**src/rtl/mux_tree_pipe_pkg.sv**
```systemverilog
// Shared helpers for the pipelined mux tree: level count and padded leaf count.
package mux_tree_pkg;

  // A 2-input tree still needs one level, so never return fewer than 1.
  function automatic int clog2_min1(input int n);
    return (n <= 2) ? 1 : $clog2(n);
  endfunction

  function automatic int leaf_count(input int n);
    return 1 << clog2_min1(n);
  endfunction

endpackage

```
**src/rtl/mux_tree_pipe_mux2_level.sv**
```systemverilog
// One registered level of 2:1 muxes; consumes sel[0] and passes the remaining
// select bits, valid and range-error flag down alongside the data.
module mux2_level #(
  parameter int WIDTH  = 8,
  parameter int PAIRS  = 1,
  parameter int SW     = 1,
  parameter bit ERR_EN = 1'b0
) (
  input  logic                     clk,
  input  logic                     rst,
  input  logic                     en,
  input  logic [2*PAIRS*WIDTH-1:0] d,
  input  logic [SW-1:0]            sel,
  input  logic                     v,
  input  logic                     x,
  output logic [PAIRS*WIDTH-1:0]   q,
  output logic [SW-1:0]            sel_q,
  output logic                     v_q,
  output logic                     x_q
);

  always_ff @(posedge clk or posedge rst) begin
    if (rst) begin
      q     <= '0;
      sel_q <= '0;
      v_q   <= 1'b0;
    end else if (en) begin
      for (int j = 0; j < PAIRS; j++) begin
        q[j*WIDTH +: WIDTH] <= sel[0] ? d[(2*j+1)*WIDTH +: WIDTH]
                                      : d[(2*j)*WIDTH +: WIDTH];
      end
      sel_q <= sel >> 1;
      v_q   <= v;
    end
  end

  generate
    if (ERR_EN) begin : g_err
      always_ff @(posedge clk or posedge rst) begin
        if (rst)     x_q <= 1'b0;
        else if (en) x_q <= x;
      end
    end else begin : g_no_err
      logic unused_x;
      assign unused_x = x;
      assign x_q      = 1'b0;
    end
  endgenerate

endmodule

```
**src/rtl/mux_tree_pipe.sv**
```systemverilog
// Pipelined N:1 mux tree, one register per select level, global stall.
// Optional range-error flag on out_err when MUX_RANGE_CHK_EN is defined.
//
// Handshake: a transfer happens on a port when valid && ready at a rising
// clk edge. in_ready = !out_valid || out_ready; every stage advances together.
module mux_tree_pipe
  import mux_tree_pkg::*;
#(
  parameter int  WIDTH = 8,
  parameter int  N_IN  = 8,
  localparam int SEL_W = clog2_min1(N_IN)
) (
  input  logic                  clk,
  input  logic                  rst,
  input  logic [N_IN*WIDTH-1:0] in_data,
  input  logic [SEL_W-1:0]      in_sel,
  input  logic                  in_valid,
  output logic                  in_ready,
  output logic [WIDTH-1:0]      out_data,
  output logic                  out_valid,
`ifdef MUX_RANGE_CHK_EN
  output logic                  out_err,
`endif
  input  logic                  out_ready
);

  localparam int LEAVES = leaf_count(N_IN);
`ifdef MUX_RANGE_CHK_EN
  localparam bit ERR_EN = 1'b1;
`else
  localparam bit ERR_EN = 1'b0;
`endif

  logic [SEL_W:0][LEAVES*WIDTH-1:0] dat;
  logic [SEL_W:0][SEL_W-1:0]        sel_c;
  logic [SEL_W:0]                   v_c;
  logic [SEL_W:0]                   x_c;
  logic                             adv;

  assign adv      = !out_valid || out_ready;
  assign in_ready = adv;

  // Zero extension pads the unused leaves so out-of-range selects yield 0.
  assign dat[0]   = (LEAVES*WIDTH)'(in_data);
  assign sel_c[0] = in_sel;
  assign v_c[0]   = in_valid;

`ifdef MUX_RANGE_CHK_EN
  localparam logic [SEL_W:0] N_IN_W = N_IN[SEL_W:0];
  assign x_c[0]  = in_valid && ({1'b0, in_sel} >= N_IN_W);
  assign out_err = x_c[SEL_W];
`else
  assign x_c[0] = 1'b0;
`endif

  generate
    for (genvar k = 0; k < SEL_W; k++) begin : g_lvl
      localparam int PAIRS = LEAVES >> (k + 1);
      logic [PAIRS*WIDTH-1:0] q_k;

      mux2_level #(
        .WIDTH (WIDTH),
        .PAIRS (PAIRS),
        .SW    (SEL_W),
        .ERR_EN(ERR_EN)
      ) u_lvl (
        .clk  (clk),
        .rst  (rst),
        .en   (adv),
        .d    (dat[k][2*PAIRS*WIDTH-1:0]),
        .sel  (sel_c[k]),
        .v    (v_c[k]),
        .x    (x_c[k]),
        .q    (q_k),
        .sel_q(sel_c[k+1]),
        .v_q  (v_c[k+1]),
        .x_q  (x_c[k+1])
      );

      assign dat[k+1] = (LEAVES*WIDTH)'(q_k);
    end
  endgenerate

  assign out_data  = dat[SEL_W][WIDTH-1:0];
  assign out_valid = v_c[SEL_W];

  // Upper tree bits and the final leftover select field are intentionally dropped.
  logic unused_ok;
  assign unused_ok = &{1'b0, dat, sel_c, x_c};

endmodule

```
**config.mk**
```make
export PLATFORM = sky130hd
export DESIGN_NAME = mux_tree_pipe
export DESIGN_NICKNAME = d
export VERILOG_FILES = /design/src/rtl/mux_tree_pipe_pkg.sv /design/src/rtl/mux_tree_pipe_mux2_level.sv /design/src/rtl/mux_tree_pipe.sv
export SDC_FILE = /design/constraint.sdc
export NUM_CORES = 1
export LEC_CHECK = 0
export CAP_MARGIN = 15
export CORE_MARGIN = 4
export CORE_UTILIZATION = 44
export CTS_BUF_LIST = sky130_fd_sc_hd__clkbuf_4 sky130_fd_sc_hd__clkbuf_8 sky130_fd_sc_hd__clkbuf_16
export DETAILED_ROUTE_END_ITERATION = 7
export GPL_ROUTABILITY_DRIVEN = 1
export PLACE_DENSITY = 0.79
export REMOVE_ABC_BUFFERS = 1
export SYNTH_ARGS = -nofsm -noshare
export SYNTH_HDL_FRONTEND = slang
export SYNTH_HIERARCHICAL = 1
export SYNTH_SLANG_ARGS = --single-unit
```
**constraint.sdc**
```tcl
create_clock -name clk -period 1.15 [get_ports clk]
set_input_delay 0.1725 -clock clk [delete_from_list [all_inputs] [get_ports clk]]
set_output_delay 0.1725 -clock clk [all_outputs]
set_load 0.01 [all_outputs]
```
==> impl_metrics.prom <==
# TYPE chip_impl_metric gauge
chip_impl_info{name="status",value="complete, but fails checks"} 1
chip_impl_info{name="violations",value="setup timing"} 1
chip_impl_info{name="timing.critical_path.cells",value="buf_6, nand2b_4, buf_12, mux2_2"} 1
chip_impl_metric{name="viasPerCell",unit=""} 5.10
chip_impl_metric{name="place_inst",unit=""} 409
chip_impl_metric{name="final.min_clock_period",unit="ns"} 1.23
chip_impl_metric{name="cts_htree_levels",unit=""} 3
chip_impl_metric{name="critPathRequiredTime",unit="ns"} 1.37
chip_impl_metric{name="io_buffers",unit=""} 80
chip_impl_metric{name="rows",unit=""} 29
chip_impl_metric{name="crit_fanout",unit=""} 13
chip_impl_metric{name="power_per_cell_area",unit="mW/mm^2"} 2140
chip_impl_metric{name="r2r_slack",unit="ns"} -0.08
chip_impl_info{name="critical_path.slowest_cell",value="sky130_fd_sc_hd__dfrtp_1"} 1
chip_impl_metric{name="layout-area-overhead-vs-synth",unit="%"} 43.5
chip_impl_metric{name="numClockSinks",unit=""} 62
chip_impl_metric{name="drive_gt1_frac",unit=""} 0.155
chip_impl_info{name="critPathCaptureType",value="flip-flop"} 1
chip_impl_metric{name="die_h",unit="microns"} 89.0
chip_impl_metric{name="maximum_number_of_pins_on_one_net_before_global_route_repair",unit=""} 37
chip_impl_metric{name="hold_buffers",unit=""} 0
chip_impl_metric{name="p_leak",unit="nW"} 1.86
chip_impl_metric{name="wl",unit="microns"} 6520
chip_impl_metric{name="worst_clock_skew",unit="ns"} 0.00978
chip_impl_metric{name="cts-buffers-inserted",unit=""} 9
chip_impl_metric{name="min_period_over_period",unit=""} 1.07
chip_impl_metric{name="drt-wirelength-per-cell",unit="microns"} 15.1
chip_impl_info{name="grt_setup_unrepaired",value="yes"} 1
chip_impl_metric{name="gp_routability_congestion",unit=""} 0.722
chip_impl_metric{name="critPathMaxStageDelay",unit="ns"} 0.39
chip_impl_metric{name="fmax",unit="MHz"} 816
chip_impl_info{name="r2r_start",value="g_lvl[2].u_lvl/v_q$_DFFE_PP0P_"} 1
chip_impl_metric{name="ys_warnings",unit=""} 6
chip_impl_metric{name="drt_iter0_markers",unit=""} 120
chip_impl_metric{name="worst_slack",unit="ns"} -0.0761
chip_impl_metric{name="place.detailed.hpwl",unit="microns"} 4210
chip_impl_metric{name="fp.coreArea",unit="sq mm"} 0.00635
chip_impl_metric{name="clk_latency",unit="ns"} 0.33
chip_impl_metric{name="via_count",unit=""} 2196
chip_impl_metric{name="avgSynthCellArea",unit="sq um"} 11.1
chip_impl_info{name="worst-setup-path-type",value="reg -> reg"} 1
chip_impl_metric{name="floorplan.io_pins",unit=""} 81
chip_impl_metric{name="power",unit="mW"} 8.87
chip_impl_metric{name="global_route_wire_length_before_repair",unit="microns"} 9400
chip_impl_metric{name="multiInputGateArea",unit="sq mm"} 0.00115
chip_impl_metric{name="clkTransAtPathRegs",unit="ns"} 0.07
chip_impl_metric{name="final_cell_count_no_fill",unit=""} 431
chip_impl_info{name="most_common_cell_after_layout_fill_and_taps_aside",value="sky130_fd_sc_hd__clkdlybuf4s50_1"} 1
chip_impl_metric{name="drc_violation_count_after_routing",unit=""} 0
chip_impl_metric{name="effective_utilization_at_floorplan",unit=""} 0.455
chip_impl_metric{name="antenna_found_initial",unit=""} 0
chip_impl_metric{name="gr-total-overflow",unit=""} 0
chip_impl_metric{name="globalRouteMet2Util",unit=""} 0.271
chip_impl_metric{name="worst_r2r_path_depth",unit=""} 4
chip_impl_info{name="critical_path.startpoint_type",value="flip-flop"} 1
chip_impl_info{name="clockRootBuffer",value="sky130_fd_sc_hd__clkbuf_8"} 1
chip_impl_metric{name="drt.antenna.violating_nets",unit=""} 0
chip_impl_metric{name="die_area",unit="sq mm"} 0.00792
chip_impl_metric{name="synth.cell_area",unit="sq mm"} 0.00289
chip_impl_metric{name="diodes",unit=""} 0
chip_impl_metric{name="relSlewSlack",unit=""} 0.737
chip_impl_metric{name="pre_cts_slack",unit="ns"} -0.370
chip_impl_info{name="tritoncts",value="yes"} 1
chip_impl_metric{name="firstDrtPassIters",unit=""} 4
chip_impl_metric{name="number_of_global_route_vias_before_repair",unit=""} 2094
chip_impl_metric{name="cts.path.max_buffers",unit=""} 2
chip_impl_metric{name="cap_viol_max_count",unit=""} 0
chip_impl_info{name="critPathTopFamily",value="flip-flops"} 1
chip_impl_info{name="r2r_end",value="g_lvl[0].u_lvl/v_q$_DFFE_PP0P_"} 1
chip_impl_metric{name="critical_path_depth",unit=""} 4
chip_impl_metric{name="synth_cells",unit=""} 260
chip_impl_metric{name="fin_setup_tns",unit="ns"} -1.96
chip_impl_metric{name="fill_cells",unit=""} 491
chip_impl_metric{name="maxSlewViolCount",unit=""} 0
chip_impl_metric{name="layout.area.seq",unit="sq mm"} 0.00155
chip_impl_metric{name="grt_resource_usage_total",unit=""} 0.158
chip_impl_metric{name="number_of_buffer_and_inverter_stages_on_the_critical_path",unit=""} 2
chip_impl_metric{name="report.final.hold_viol_count",unit=""} 0
chip_impl_metric{name="vdd_ir_drop_max",unit="V"} 0.00119
chip_impl_metric{name="worst-endpoint-arrival",unit="ns"} 1.45
chip_impl_metric{name="met1_usage",unit=""} 0.187
chip_impl_info{name="grt.busiest_layer",value="met2"} 1
chip_impl_info{name="hold_class",value="in -> async"} 1
chip_impl_info{name="final_cell_mix",value="69 x sky130_fd_sc_hd__clkdlybuf4s50_1, 62 x sky130_fd_sc_hd__dfrtp_1, 56 x sky130_fd_sc_hd__mux2i_1"} 1
chip_impl_metric{name="finish.net_count",unit=""} 420
chip_impl_metric{name="die_width",unit="microns"} 89.0
chip_impl_metric{name="timing.final.setup_violations",unit=""} 63
chip_impl_metric{name="global_route.usage.met3",unit=""} 0.0396
chip_impl_metric{name="slew_at_the_pin_closest_to_its_max_slew_limit",unit="ns"} 0.394
timing repair:
action	CTS	global route
cloned	1	3
setup buffers	1	1
setup endpoints to repair	47	71
gates resized for setup	32	16
final cells by class:
cell class / instances / share of cell area
clock buffer: 11 / 0.0365
clock inverter: 5 / 0.0254
inverter: 3 / 0.00272
multi-input combinational: 175 / 0.277
sequential: 62 / 0.374
tap: 77 / 0.0232
timing repair buffer: 98 / 0.260
worst register-to-register path: cells and delay by family, from the launching register on:
kind	cells	cell delay, ns
buf+inv	2	0.29
flops	1	0.39
mux	1	0.35
simple gates	1	0.07
worst max-delay path by stage:
stage / slack (ns) / from / to
after floorplan: -1.95 / g_lvl[2].u_lvl/v_q$_DFFE_PP0P_ / g_lvl[0].u_lvl/sel_q[0]$_DFFE_PP0P_
after global placement: -0.37 / out_ready / in_ready
after detailed placement: -0.37 / out_ready / g_lvl[1].u_lvl/q[6]$_DFFE_PP0P_
after CTS: -0.10 / g_lvl[2].u_lvl/v_q$_DFFE_PP0P_ / g_lvl[1].u_lvl/q[6]$_DFFE_PP0P_
after global routing: -0.14 / g_lvl[2].u_lvl/v_q$_DFFE_PP0P_ / g_lvl[1].u_lvl/q[10]$_DFFE_PP0P_
final: -0.08 / g_lvl[2].u_lvl/v_q$_DFFE_PP0P_ / g_lvl[0].u_lvl/v_q$_DFFE_PP0P_
stage by stage:
| step | area (sq um) | hold slack (ns) | utilization |
|---|---|---|---|
| after detailed placement | 3770 | 0.489 | 0.593 |
| after global placement | 3770 | 0.481 | 0.593 |
| after global routing | 4150 | 0.230 | 0.653 |
| after CTS | 4070 | 0.207 | 0.641 |
| after floorplan | 2690 | 0.000418 | - |
| final | 4150 | 0.210 | 0.653 |
power breakdown:
part | switching (mW) | internal [mW] | total [mW]
clock network | 0.851 | 1.56 | 2.41
registers | 0.472 | 3.01 | 3.48
logic | 1.38 | 1.60 | 2.97
registers in the layout (all words and copies together) (netlist names):
register / cells
g_lvl.u_lvl/sel_q: 3
g_lvl.u_lvl/q: 56
g_lvl.u_lvl/v_q: 3
per-layer routing:
metal	part of all wire	up-vias
met5	0	-
met2	0.49	58
met4	0.014	0
met3	0.069	9
met1	0.42	1059
li1	-	1070
Power figures use the tool's default switching activity.
